$ cat config.mk
export PLATFORM = sky130hd
export DESIGN_NAME = tx_frame_ser_flat
export DESIGN_NICKNAME = d
export VERILOG_FILES = /design/src/rtl/tx_frame_ser_if.sv /design/src/rtl/tx_frame_ser.sv /design/src/flat_wrapper.sv
export SDC_FILE = /design/constraint.sdc
export NUM_CORES = 1
export LEC_CHECK = 0
export ABC_AREA = 1
export CAP_MARGIN = 20
export CORE_AREA = 10 10 95 97
export CTS_CLUSTER_SIZE = 12
export DETAILED_ROUTE_END_ITERATION = 10
export DIE_AREA = 0 0 105 107
export PLACE_DENSITY = 0.85
export SKIP_LAST_GASP = 1
export SLEW_MARGIN = 10
export SYNTH_ARGS = -nofsm -noshare
export SYNTH_HDL_FRONTEND = slang
export SYNTH_SLANG_ARGS = --single-unit
$ cat constraint.sdc
create_clock -name clk -period 1.3 [get_ports clk]
set_input_delay 0.13 -clock clk [delete_from_list [all_inputs] [get_ports clk]]
set_output_delay 0.13 -clock clk [all_outputs]
set_load 0.01 [all_outputs]
$ cat src/rtl/tx_frame_ser_if.sv
// Frame-request and TX FIFO signal bundle for tx_frame_ser.
// The master drives the frame request and FIFO status; the slave is the serializer.
interface tx_frame_ser_if;
   logic [55:0] pdata;
   logic        frame_vld;
   logic        fifo_full;
   logic        ready;
   logic [7:0]  tx_data;
   logic        tx_wr_en;
   logic        done;
   logic        err;

   modport master (
      output pdata, frame_vld, fifo_full,
      input  ready, tx_data, tx_wr_en, done, err
   );

   modport slave (
      input  pdata, frame_vld, fifo_full,
      output ready, tx_data, tx_wr_en, done, err
   );
endinterface

$ cat src/rtl/tx_frame_ser.sv
// Serializes a latched 7-slot response frame into the TX FIFO one byte per cycle.
// Frame length is decoded from the cmd byte at accept time.
module tx_frame_ser (
   input  logic          clk,
   input  logic          rst,
   tx_frame_ser_if.slave bus
);
   typedef enum logic {IDLE, SEND} state_t;

   state_t      state, state_nxt;
   logic [55:0] shadow, shadow_nxt;
   logic [2:0]  idx, idx_nxt;
   logic [2:0]  last, last_nxt;
   logic        err_q, err_nxt;
   logic [7:0]  cur_byte;
   logic        dec_ok;
   logic [2:0]  dec_last;
   logic        wr;

   always_comb begin
      dec_ok   = 1'b1;
      dec_last = 3'd0;
      case (bus.pdata[50:48])
         3'd2:    dec_last = 3'd6;
         3'd3:    dec_last = 3'd2;
         3'd4:    dec_last = 3'd4;
         default: dec_ok   = 1'b0;
      endcase
   end

   // Index 0 is the cmd byte, i.e. the most significant slot.
   always_comb begin
      case (idx)
         3'd0:    cur_byte = shadow[55:48];
         3'd1:    cur_byte = shadow[47:40];
         3'd2:    cur_byte = shadow[39:32];
         3'd3:    cur_byte = shadow[31:24];
         3'd4:    cur_byte = shadow[23:16];
         3'd5:    cur_byte = shadow[15:8];
         3'd6:    cur_byte = shadow[7:0];
         default: cur_byte = '0;
      endcase
   end

   always_comb begin
      state_nxt    = state;
      shadow_nxt   = shadow;
      idx_nxt      = idx;
      last_nxt     = last;
      err_nxt      = 1'b0;
      wr           = 1'b0;
      bus.ready    = 1'b0;
      bus.tx_wr_en = 1'b0;
      bus.tx_data  = '0;
      bus.done     = 1'b0;
      case (state)
         IDLE: begin
            bus.ready = 1'b1;
            if (bus.frame_vld) begin
               if (dec_ok) begin
                  shadow_nxt = bus.pdata;
                  last_nxt   = dec_last;
                  idx_nxt    = '0;
                  state_nxt  = SEND;
               end else begin
                  err_nxt = 1'b1;
               end
            end
         end
         SEND: begin
            err_nxt      = bus.frame_vld;
            wr           = !bus.fifo_full;
            bus.tx_wr_en = wr;
            bus.tx_data  = cur_byte;
            if (wr) begin
               if (idx == last) begin
                  bus.done  = 1'b1;
                  idx_nxt   = '0;
                  state_nxt = IDLE;
               end else begin
                  idx_nxt = idx + 3'd1;
               end
            end
         end
         default: state_nxt = IDLE;
      endcase
   end

   always_ff @(posedge clk or negedge rst) begin
      if (!rst) begin
         state  <= IDLE;
         shadow <= '0;
         idx    <= '0;
         last   <= '0;
         err_q  <= 1'b0;
      end else begin
         state  <= state_nxt;
         shadow <= shadow_nxt;
         idx    <= idx_nxt;
         last   <= last_nxt;
         err_q  <= err_nxt;
      end
   end

   assign bus.err = err_q;
endmodule

$ cat src/flat_wrapper.sv
// flat-port wrapper written by rule: the top's interface ports become plain ports
module tx_frame_ser_flat 
  (clk, rst, bus_pdata, bus_frame_vld, bus_fifo_full, bus_ready, bus_tx_data, bus_tx_wr_en, bus_done, bus_err);
  tx_frame_ser_if bus_i ();
  input  logic clk;
  input  logic rst;
  input wire logic [$bits(bus_i.pdata)-1:0] bus_pdata;
  input wire logic [$bits(bus_i.frame_vld)-1:0] bus_frame_vld;
  input wire logic [$bits(bus_i.fifo_full)-1:0] bus_fifo_full;
  output wire logic [$bits(bus_i.ready)-1:0] bus_ready;
  output wire logic [$bits(bus_i.tx_data)-1:0] bus_tx_data;
  output wire logic [$bits(bus_i.tx_wr_en)-1:0] bus_tx_wr_en;
  output wire logic [$bits(bus_i.done)-1:0] bus_done;
  output wire logic [$bits(bus_i.err)-1:0] bus_err;
  assign bus_i.pdata = bus_pdata;
  assign bus_i.frame_vld = bus_frame_vld;
  assign bus_i.fifo_full = bus_fifo_full;
  assign bus_ready = bus_i.ready;
  assign bus_tx_data = bus_i.tx_data;
  assign bus_tx_wr_en = bus_i.tx_wr_en;
  assign bus_done = bus_i.done;
  assign bus_err = bus_i.err;
  tx_frame_ser u_core (.clk(clk), .rst(rst), .bus(bus_i));
endmodule
==> summary.md, run 1 <==
The first-pass GRT wire length is 15.1 mm, and the routed wire length is 11.7 mm. Compared with the post-synthesis result, the final layout area differs by 62.2%. The slowest stage cell on the critical path was sky130_fd_sc_hd__dfrtp_2.

The run gives 0.204 as the global-route track usage on met1. The met2 global-route usage is 0.270. Part of the power in combinational logic: 0.475. After synthesis the netlist holds a flip-flop and latch count of 63. The proportion of total power due to net switching is 0.413. The shortest period the worst path allows was 1.97 ns; the net switching power of the design was 0.00418 W. The tools report the maximum number of pins on one net before global-route repair as 64. Dividing the detail-routed wire length by the instance count gives 18.5 um.

The run gives 0 as the initial antenna violation count. No sink is reached through more buffers than the 2 on the longest clock path. The delay of the slowest critical-path stage works out to 0.47 ns.

The critical path goes through inv_4, ha_4, inv_2, nor2_4, nand2_1, nand2_1, nor2_1, a21oi_2, buf_2. The run gives 0.165 as the overall global routing resource usage. The vias after detailed routing was 3327. The tools report the element type at the critical path start as a flip-flop. For this run, the number of Yosys warnings is 0. The tools report the clock share of power as 0.149. The cell area reported after detailed placement is 4130 um2.

The highest ir drop seen on vdd was 0.000759 V. Synthesis instantiated 21 different standard cells from the library. The routing layer with the top usage in global route was met2. The most common cell after layout, fill and taps aside is sky130_fd_sc_hd__nand2_1.

The ratio of cells with drive above 1 in the final layout was 0.383. For the H-tree level count, the log shows 3. The portion of synthesized cell area occupied by the leading cell type works out to 0.503. The worst setup slack after layout was -0.666 ns; the number of maximum-capacitance violations was 0. For this run, the detailed router's first-pass iteration total came to 9. The floorplan step set the die height to 107 um.

The synthesized netlist occupies a cell area of 3130 um2. The internal portion of the total power is 0.00595 W. Once detail routing completed, the nets flagged for antenna violations numbered 0. TritonCTS created 9 clock buffers. Of all cell types, the one taking the most synthesized area is sky130_fd_sc_hd__dfrtp_1.

In the post-synthesis netlist, the biggest area contributors are sky130_fd_sc_hd__dfrtp_1, sky130_fd_sc_hd__nand2_1, sky130_fd_sc_hd__nand3_1. The critical path contains buffers and inverters numbering 3 combined. The min-delay analysis places its worst path in the category in -> async. The worst slew slack as a fraction of its limit came out at 0.765. The final clock period utilization by the worst path came out at 1.51. The logs give 0.503 for the sequential fraction of the synthesis area and 63 for the clock sink total.

The run gives 1 as the DRC violations left. The top cell types in the final layout, fill and taps aside, are sky130_fd_sc_hd__nand2_1, sky130_fd_sc_hd__nand2_2, sky130_fd_sc_hd__dfrtp_1. The logs give 0.0281 for the global routing usage on met3 and 6.52 mm for the post-DP HPWL. Counting tap cells, the placed design contains a total of 591 instances. The required time at the endpoint of the critical path was 1.17 ns; the mean area per synthesized cell was 7.57 um2. The run gives 3093 as the via count of the first global-routing pass. The total overflow left after global routing is 0. The post-route standard cell area excluding fillers was 5080 um2.

The logs give 479 for the number of nets in the synthesized netlist and 414 for the gate count after technology mapping. The initial standard-cell utilization of the core is 0.439, and the area of the die is 11200 um2. The count of final setup violators is 72.

The tools report the kind of end point of the critical path as an output pin. The initialized floorplan defines 31 standard-cell rows. The die is 105 um wide. For this run, the top clock speed supported by timing is 509 MHz. The run gives 250 as the initial DRC count. The number of pins exceeding their max-slew limit in the final report is 0, and the filler-free cell count of the finished design is 629. The hold violation total from the final report was 0.

The run gives 0.377 as the power share of the sequential group. The total core area was 7140 um2. The final reports fail on design-rule violations, negative setup slack. The category of the most critical setup path was reg -> out. During placement, the flow inserted port buffers numbering 71.

At the pin with the least slew margin, the transition time is 0.353 ns. The run gives 0.314 ns as the final hold slack. After layout, the design draws a total of 0.0101 W.

On the final layout, the worst clock skew is 0.0109 ns. The top cell family by delay on the critical path is flip-flops. Leakage power: 2.49 nW.

TritonCTS built the clock tree. The run finished, with violations left. At the later pin of the worst-skew pair, clock insertion delay measures 0.36 ns.

The buffer type at the clock tree root was sky130_fd_sc_hd__clkbuf_8. In the routed layout, each cell is associated on average with a via count of 5.29. Data on the critical path arrives at its endpoint at 1.84 ns. The run gives 0 as the diode insertion count for antenna repair. At the end of routability-driven placement, the weighted congestion stood at 0.928. Along the worst path, the maximum fanout reaches 8. CTS clock-pin slew for the worst setup and hold paths: 0.07 ns. Adding up every negative setup slack in the final design gives -12.36 ns. Most prevalent standard cell on the critical path: sky130_fd_sc_hd__nand2_1. The run gives 591 as the number of nets in the layout. The tools report the total I/O pin count as 72.

Setup repair after global routing could not meet its margin everywhere. The power per unit of standard cell area came out at 1990 nW/um2.
area by class of cell:
| class | instances | area [um2] |
|---|---|---|
| Timing Repair Buffer | 119 | 1300 |
| Sequential cell | 63 | 1580 |
| Multi-Input combinational cell | 307 | 1810 |
| Clock inverter | 4 | 22.5 |
| Fill cell | 489 | 2050 |
| Tap cell | 99 | 124 |
| Clock buffer | 11 | 141 |
| Inverter | 26 | 108 |
per-layer routing:
| layer | part of all wire | vias to the layer above |
|---|---|---|
| met4 | 0.045 | 0 |
| met2 | 0.50 | 188 |
| li1 | - | 1516 |
| met5 | 0 | - |
| met1 | 0.39 | 1581 |
| met3 | 0.059 | 42 |
registers in the layout, summed over array words and instances (netlist names):
register and flops:
u_core.shadow 56, u_core.idx 3, u_core.last 2, u_core.bus.err 1, u_core.state 1
cells by family after synthesis:
kind of cell,Yosys count,share of synthesized area
AO/OA/AOI/OAI,20,0.0331
flip-flops,63,0.503
adder cells (fa/ha/maj),5,0.0200
buffers and inverters,45,0.0762
AND/OR/NAND/NOR,281,0.368
cell usage after synthesis:
cell type / number
sky130_fd_sc_hd__inv_1: 20
sky130_fd_sc_hd__nor2_4: 1
sky130_fd_sc_hd__nand3_1: 52
sky130_fd_sc_hd__a21oi_2: 1
sky130_fd_sc_hd__o21ai_0: 1
sky130_fd_sc_hd__buf_4: 2
sky130_fd_sc_hd__clkbuf_1: 1
sky130_fd_sc_hd__nand2_4: 1
sky130_fd_sc_hd__buf_1: 1
sky130_fd_sc_hd__nor2_1: 33
sky130_fd_sc_hd__buf_6: 7
sky130_fd_sc_hd__nand4_1: 3
sky130_fd_sc_hd__a21oi_1: 14
sky130_fd_sc_hd__o21ai_1: 4
sky130_fd_sc_hd__dfrtp_1: 63
sky130_fd_sc_hd__inv_2: 6
sky130_fd_sc_hd__ha_1: 5
sky130_fd_sc_hd__nand2_1: 187
sky130_fd_sc_hd__nand2_2: 3
sky130_fd_sc_hd__buf_2: 8
sky130_fd_sc_hd__nor2_2: 1
through the flow:
stage	setup slack, ns	utilization
floorplan	-0.00212	-
global placement	-0.661	0.579
detailed placement	-0.737	0.579
CTS	-0.598	0.615
global route	-0.728	0.712
finish	-0.666	0.712
timing repair:
action | 4_1_cts | 5_1_grt
pin swaps | 17 | 23
hold buffers | 1 | 0
cloned | 0 | 13
setup buffers | 5 | 6
resized for setup | 77 | 120
endpoints found under the hold margin | 63 | 0
setup endpoints to repair | 12 | 69
worst reg2reg max path: stages (launching register included):
cell                        delay, ns
sky130_fd_sc_hd__dfrtp_1         0.40
sky130_fd_sc_hd__buf_6           0.12
sky130_fd_sc_hd__buf_6           0.11
sky130_fd_sc_hd__nor2_4          0.13
sky130_fd_sc_hd__buf_12          0.15
sky130_fd_sc_hd__nand2_8         0.11
sky130_fd_sc_hd__clkbuf_16       0.21
sky130_fd_sc_hd__nand2_2         0.07
sky130_fd_sc_hd__o21ai_1         0.06
final timing paths:
| path | startpoint | endpoint | slack [ns] | cells after the start |
|---|---|---|---|---|
| min in group clk | bus_pdata[36] | u_core.shadow[36]$_DFFE_PN0P_ | 0.33 | 3 |
| max in group asynchronous | rst | u_core.shadow[19]$_DFFE_PN0P_ | 0.69 | 3 |
| worst min-delay path | rst | u_core.shadow[1]$_DFFE_PN0P_ | 0.31 | 3 |
| worst max register to register | u_core.state$_DFF_PN0_ | u_core.last[1]$_DFFE_PN0P_ | -0.16 | 8 |
| worst min register to register | u_core.shadow[23]$_DFFE_PN0P_ | u_core.shadow[23]$_DFFE_PN0P_ | 0.49 | 2 |
| worst max-delay path | u_core.idx[0]$_DFFE_PN0P_ | bus_tx_data[2] | -0.67 | 9 |
power by group through the flow:
stage | Combinational (W) | Sequential [W] | Clock, W
3_5_place_dp | 0.00346 | 0.00354 | 0
6_report | 0.00481 | 0.00381 | 0.00150
4_1_cts | 0.00352 | 0.00354 | 0.00149
3_3_place_gp | 0.00335 | 0.00350 | 0
5_1_grt | 0.00521 | 0.00389 | 0.00159
2_1_floorplan | 0.00208 | 0.00336 | 0
No activity file was read; power rests on OpenSTA's default activity.
==> inputs of run 2 (changes only) <==
HOLD_SLACK_MARGIN = 0.08   (was unset)
PLACE_DENSITY = 0.82   (was 0.85)
SETUP_SLACK_MARGIN = 0.1   (was unset)
clock period = 2 ns   (was 1.3 ns; I/O delays follow)
==> summary.md, run 2 (synthesized netlist as in run 1, its figures left out) <==
Summing all placed instances gives a cell area of 4020 um2. The routed design has 9.18 mm of wire. STA puts the critical path data required time at 1.80 ns. The delay of the slowest critical-path stage was 0.45 ns.

The tools report the reg-to-reg critical path endpoint as u_core.idx[2]$_DFFE_PN0P_. The detailed-route vias per instance works out to 4.81. Summing over every cut layer, the via total after detailed routing is 2924.

The power per unit of standard cell area came out at 1320 nW/um2. The run finished, with violations left. The logs give 0.36 ns for the clock latency reported for the late side of the worst-skew pair and 0 for the aggregate global routing overflow. The number of pins exceeding their max-slew limit in the final report was 0. 0 antenna diodes ended up in the layout. Setup violations remaining at the end of the flow were counted as 4. The shortest period the worst path allows is 2.03 ns, and the first-pass GRT wire length is 14.6 mm.

The tools report the number of core rows as 31. The floorplan step defined a core boundary enclosing 7140 um2. The top cell types in the final layout, fill and taps aside, are sky130_fd_sc_hd__nand2_1, sky130_fd_sc_hd__clkdlybuf4s50_1, sky130_fd_sc_hd__dfrtp_1.

In this run the horizontal extent of the chip is 105 um. For the worst slew slack as a fraction of its limit, the log shows 0.607. The congestion estimate from routability-driven global placement came to 0.867. TritonCTS built the clock tree. The most numerous cell type found on the critical path is sky130_fd_sc_hd__nand2_2. For the final routed database, the setup TNS stands at -0.0549 ns. Final clock period utilization by the worst path: 1.01.

The tools report the worst reg2reg path startpoint as u_core.state$_DFF_PN0_. The run gives 0 as the initial antenna violation count. Timing would allow up to 493 MHz. The tools report the buffer type at the clock tree root as sky130_fd_sc_hd__clkbuf_8. The number of cells traversed by the worst register-to-register path was 6.

In this run the tool buffered the top-level ports with 71 buffer cells. The worst setup slack after layout came out at -0.0279 ns. The die height works out to 107 um. In the final layout, the registers with the most flip-flops are u_core.shadow (56), u_core.idx (3), u_core.last (2). The worst setup path is launched from a flip-flop.

Counting both buffers and inverters, the worst setup path holds a total of 4. Traced cell by cell, the critical path runs through inv_4, ha_4, inv_2, nor2_4, buf_6, nand2_2, nand2_2, nor2_2, a21oi_2, buf_2. TritonCTS created 9 clock buffers. The clock passes through at most 2 buffers. Top cell family by delay on the critical path: flip-flops.

The number of nets in the layout was 569. For the leakage power, the log shows 2.29 nW. Clock-pin slew was measured on the worst setup and hold paths at 0.08 ns. Summed over all nets, the half-perimeter wirelength after detailed placement is 6.83 mm. The H-tree generated during clock tree synthesis spans 3 levels. The largest register by flop count is u_core.shadow. The first routing iteration left 151 violations.

The worst hold path belongs to the class in -> async. The data arrival time of the critical path was 1.83 ns; the hold violation total from the final report was 0. The ratio of cells with drive above 1 in the final layout is 0.210, and the post-detailed-route count of antenna-violating nets is 0. The post-route standard cell area excluding fillers was 4430 um2; the total power was 0.00586 W. The worst setup path is captured at an output pin.

Setup repair after global routing could not meet its margin everywhere. The total I/O pin count came out at 72. The checks that failed: negative setup slack. The first detailed-routing pass took 4 iterations. The number of flip-flops in the largest register is 56. Slowest stage cell on the critical path: sky130_fd_sc_hd__dfrtp_2.

The tools report the number of maximum-capacitance violations as 0. The overall global routing resource usage was 0.162; the clock sink total was 63. DRC violations left: 0. OpenSTA, run right after detailed placement, puts the worst setup slack at -0.164 ns. The largest fanout on the critical path was 5.

Post-synthesis to final-layout area growth: 41.3%. The final hold slack was 0.382 ns. The via count of the first global-routing pass came out at 2996. In the final routed layout, each cell accounts on average for 15.1 um. The critical path is of the reg -> out type. The run gives 11200 um2 as the area of the die. VDD sags by at most 0.000724 V.

The library cell used most frequently in the layout, excluding fill and tap cells, is sky130_fd_sc_hd__nand2_1. Setup slack on the worst reg-to-reg path comes out at 0.43 ns. For the initial standard-cell utilization of the core, the log shows 0.439. Entering global routing, the biggest net connects 43 pins. Clock skew on the completed layout was measured at 0.00890 ns. For the pin with the worst max-slew slack, the measured transition is 0.590 ns.
==> run 2: worst reg2reg max path, stage by stage (launching register included) <==
cell and delay (ns):
sky130_fd_sc_hd__dfrtp_1 0.40, sky130_fd_sc_hd__buf_4 0.17, sky130_fd_sc_hd__nor2_4 0.26, sky130_fd_sc_hd__nand2_4 0.23, sky130_fd_sc_hd__buf_12 0.23, sky130_fd_sc_hd__nand3_1 0.08
sky130_fd_sc_hd__nand2_1 0.07
==> run 2: worst max path at each step <==
stage	cells after the start	to	slack (ns)	from
floorplan	7	bus_tx_data[0]	0.53	u_core.idx[2]$_DFFE_PN0P_
global placement	10	bus_tx_data[6]	-0.15	u_core.idx[0]$_DFFE_PN0P_
detailed placement	10	bus_tx_data[6]	-0.16	u_core.idx[0]$_DFFE_PN0P_
CTS	9	bus_tx_data[5]	-0.02	u_core.idx[1]$_DFFE_PN0P_
global route	10	bus_tx_data[3]	-0.12	u_core.idx[1]$_DFFE_PN0P_
finish	10	bus_tx_data[6]	-0.03	u_core.idx[0]$_DFFE_PN0P_
==> run 2: area by class of cell <==
class	count	area [um2]
well taps	99	124
multi-input cells	306	1490
repair buffers	98	940
flip-flops and latches	63	1580
clock buffers	10	138
inverters	26	103
fillers	647	2710
clock inverters	6	52.6
==> run 2: stage by stage <==
step,cells,utilization
5_1_grt,608,0.621
6_report,608,0.621
3_5_place_dp,585,0.564
4_1_cts,605,0.599
2_1_floorplan,414,-
3_3_place_gp,585,0.564
==> run 2: report_power, final <==
group	leakage [nW]	switching, W	total [W]	internal, W
clock network	0.0914	0.000574	0.00108	0.000502
logic	1.42	0.00137	0.00245	0.00108
registers	0.773	0.000427	0.00233	0.00190
total	2.29	0.00237	0.00586	0.00348
==> run 2: what timing repair did <==
action | 4_1_cts | 5_1_grt
hold buffers | 1 | 0
setup endpoints to repair | 9 | 10
pin swaps | 14 | 21
endpoints found under the hold margin | 24 | 0
resized for setup | 58 | 38
gates cloned | 0 | 0
setup buffers | 3 | 3
==> run 2: metal layers <==
| layer | GRT usage | share of wire | up-vias | wire length, um |
|---|---|---|---|---|
| met3 | 0.0401 | 0.050 | 4 | 457 |
| met1 | 0.200 | 0.44 | 1371 | 4040 |
| met5 | 0 | 0 | - | 0 |
| met4 | 0.0637 | 0.0078 | 0 | 72 |
| li1 | - | - | 1472 | - |
| met2 | 0.265 | 0.50 | 77 | 4610 |
==> inputs of run 3 (changes only) <==
CAP_MARGIN = unset   (was 20)
CORE_AREA = 10 10 92 94   (was 10 10 95 97)
DIE_AREA = 0 0 102 104   (was 0 0 105 107)
PLACE_DENSITY = 0.87   (was 0.82)
==> summary.md, run 3 (synthesized netlist as in run 1, its figures left out) <==
The H-tree was split into 3 levels. Largest fanout on the critical path: 8. After clock tree synthesis, the clock-pin slew on the worst setup and hold paths is 0.07 ns. For this run, the detailed router's first-pass iteration total came to 5. Summing all flip-flop and latch instances after layout gives 1580 um2.

The power per unit of standard cell area is 1360 nW/um2. Summed over all nets, the switching power comes to 0.00227 W. The worst setup path is of the reg -> out kind. The congestion estimate from routability-driven global placement came to 0.890. The worst-case IR drop observed on VDD is 0.000734 V. Summed over all layers, the global routing overflow is 0.

The detail route stage leaves a number of antenna-violating nets equal to 0. The number of antenna diodes in the final layout is 0. The number of maximum-capacitance violations is 0, and the routed wire length is 9.22 mm.

STA classifies the critical path startpoint as a flip-flop. The run finished, with violations left. The register with the most flip-flops in the layout has 56 of them. For the clock sink total, the log shows 63. The total of buffers placed on input and output ports works out to 71.

The worst register-to-register path ends at u_core.state$_DFF_PN0_. The first global-routing pass estimated 15.0 mm of wire. The startpoint identified for the worst register-to-register timing path is u_core.idx[1]$_DFFE_PN0P_. The initial standard-cell utilization of the core was 0.469. For the data arrival time of the critical path, the log shows 1.85 ns. The checks that failed: negative setup slack. The final layout contains 566 nets. Derived from the worst setup path, the maximum achievable clock frequency is 488 MHz. The die width came out at 102 um. The largest registers in the layout are u_core.shadow (56), u_core.idx (3), u_core.last (2). The pin slew with the least headroom to its limit was 0.425 ns; the shortest period the worst path allows was 2.05 ns. After floorplanning, the core was divided into 30 placement rows.

The tools report the final hold slack as 0.303 ns. The number of cells traversed by the worst register-to-register path is 10. The worst setup slack after layout is -0.0509 ns, and the area of the die is 10600 um2. The power share of the sequential group was 0.401. Setup violations remaining at the end of the flow were counted as 6.

Once placement completed, the tool counted placed cells totaling 565. Leaving out fill and tap cells, the most frequent cell in the layout is sky130_fd_sc_hd__nand2_1. The initial antenna violation count is 0, and the clock share of power is 0.220.

Hold violation total from the final report: 0. Detailed placement finished with a half-perimeter wire length of 6.62 mm. Internal power comes to 0.00357 W. After floorplanning, the core was sized to cover 6680 um2. Setup slack on the worst reg-to-reg path comes out at 0.51 ns.

The final clock skew is 0.00314 ns. The via count of the first global-routing pass came out at 3103. The post-synthesis to final-layout area growth was 37.1%.

After the first detailed-routing iteration, the DRC count stood at 185. STA classifies the critical path endpoint as an output pin. The DRC violations left is 0. The final clock period utilization by the worst path is 1.03, and the worst slew slack as a fraction of its limit is 0.717. The register with the most flip-flops in the final layout is u_core.shadow. The cell sitting at the root of the clock tree is a sky130_fd_sc_hd__clkbuf_8. The number of pins exceeding their max-slew limit in the final report was 0.

The filler-free cell count of the finished design came out at 586. The ratio of cells with drive above 1 in the final layout is 0.176, and the detailed-route vias per instance is 5.17. TritonCTS built the clock tree. Leakage power: 2.25 nW. The run gives 2 as the number of buffers between clock root and the deepest sink. Setup repair after global routing could not meet its margin everywhere. For the overall global routing resource usage, the log shows 0.176.

The part of the power in combinational logic is 0.379, and the routed length per instance is 15.7 um. Total I/O pin count: 72. After filler insertion, the fill cell instance count of the layout stands at 555.

The proportion of total power due to net switching came out at 0.388. The multi-input gate area in the final layout is 1420 um2, and the vias after detailed routing is 3030. In this run, CTS created clock tree buffers numbering 9.

The tightest min-delay check is of the in -> async type. The maximum number of pins on one net before global-route repair is 31, and the required time at the endpoint of the critical path is 1.80 ns. The library cells used most frequently in the layout, excluding fill and tap cells, are sky130_fd_sc_hd__nand2_1, sky130_fd_sc_hd__dfrtp_1, sky130_fd_sc_hd__clkdlybuf4s50_1. The clock latency reported for the late side of the worst-skew pair is 0.36 ns, and the die height is 104 um.
## run 3: cell types whose count changed in the layout (fill, tap and decap cells not counted), moves of 3 or more
| cell | delta |
|---|---|
| sky130_fd_sc_hd__nand2_4 | -5 |
| sky130_fd_sc_hd__nor2_1 | +3 |
| sky130_fd_sc_hd__buf_12 | -3 |
| sky130_fd_sc_hd__nand2_1 | +7 |
| sky130_fd_sc_hd__nor2_4 | -4 |
## run 3: cell type report
type	instances	share of cell area
Sequential cell	63	0.367
Clock buffer	10	0.0320
Clock inverter	6	0.0215
Timing Repair Buffer	95	0.203
Multi-Input combinational cell	306	0.330
Tap cell	80	0.0233
Inverter	26	0.0233
## run 3: power groups by stage
stage | Sequential (W) | Clock [W] | Combinational, W
after floorplan | 0.00218 | 0 | 0.00125
after global placement | 0.00232 | 0 | 0.00199
after detailed placement | 0.00232 | 0 | 0.00205
after CTS | 0.00232 | 0.00129 | 0.00212
after global routing | 0.00239 | 0.00135 | 0.00250
final | 0.00234 | 0.00129 | 0.00221
## run 3: how the worst max path moves through the flow
stage	to	depth (start not counted)	slack, ns	startpoint
after floorplan	bus_tx_data[0]	7	0.53	u_core.idx[2]$_DFFE_PN0P_
after global placement	bus_tx_data[5]	10	-0.11	u_core.idx[0]$_DFFE_PN0P_
after detailed placement	bus_tx_data[5]	10	-0.11	u_core.idx[0]$_DFFE_PN0P_
after CTS	bus_tx_data[5]	10	-0.008	u_core.idx[1]$_DFFE_PN0P_
after global routing	bus_tx_data[2]	10	-0.13	u_core.idx[0]$_DFFE_PN0P_
final	bus_tx_data[5]	10	-0.05	u_core.idx[0]$_DFFE_PN0P_
## run 3: through the flow
step / setup WS (ns) / cell area [um2] / TNS (ns) / power, W / util
final: -0.0509 / 4300 / -0.147 / 0.00584 / 0.643
after global routing: -0.132 / 4300 / -0.819 / 0.00624 / 0.643
after CTS: -0.00830 / 4250 / -0.00830 / 0.00573 / 0.637
after detailed placement: -0.112 / 3950 / -0.427 / 0.00437 / 0.592
after global placement: -0.114 / 3950 / -0.333 / 0.00431 / 0.592
after floorplan: 0.531 / 3130 / 0 / 0.00344 / -
## run 3: repair_timing
action / 4_1_cts / 5_1_grt
hold buffers: 1 / 0
pin swaps: 9 / 15
resized for setup: 56 / 16
setup endpoints to repair: 9 / 9
setup buffers: 4 / 1
hold endpoints to repair: 17 / 0
## run 3: routing by layer
metal	up-vias	global-route usage	wire length, um
met5	-	0	0
met2	109	0.275	4410
met3	18	0.0512	694
li1	1460	-	-
met1	1443	0.218	3890
met4	0	0.0796	221
## run 3: worst max-delay path: stages (launching register included)
cell and delay, ns:
sky130_fd_sc_hd__dfrtp_1 0.43, sky130_fd_sc_hd__inv_2 0.14, sky130_fd_sc_hd__ha_4 0.16, sky130_fd_sc_hd__inv_2 0.03, sky130_fd_sc_hd__nor2_2 0.09, sky130_fd_sc_hd__buf_6 0.14, sky130_fd_sc_hd__nand2_1 0.05, sky130_fd_sc_hd__nand2_1 0.08
sky130_fd_sc_hd__nor2_2 0.05, sky130_fd_sc_hd__a21oi_2 0.15, sky130_fd_sc_hd__buf_2 0.16
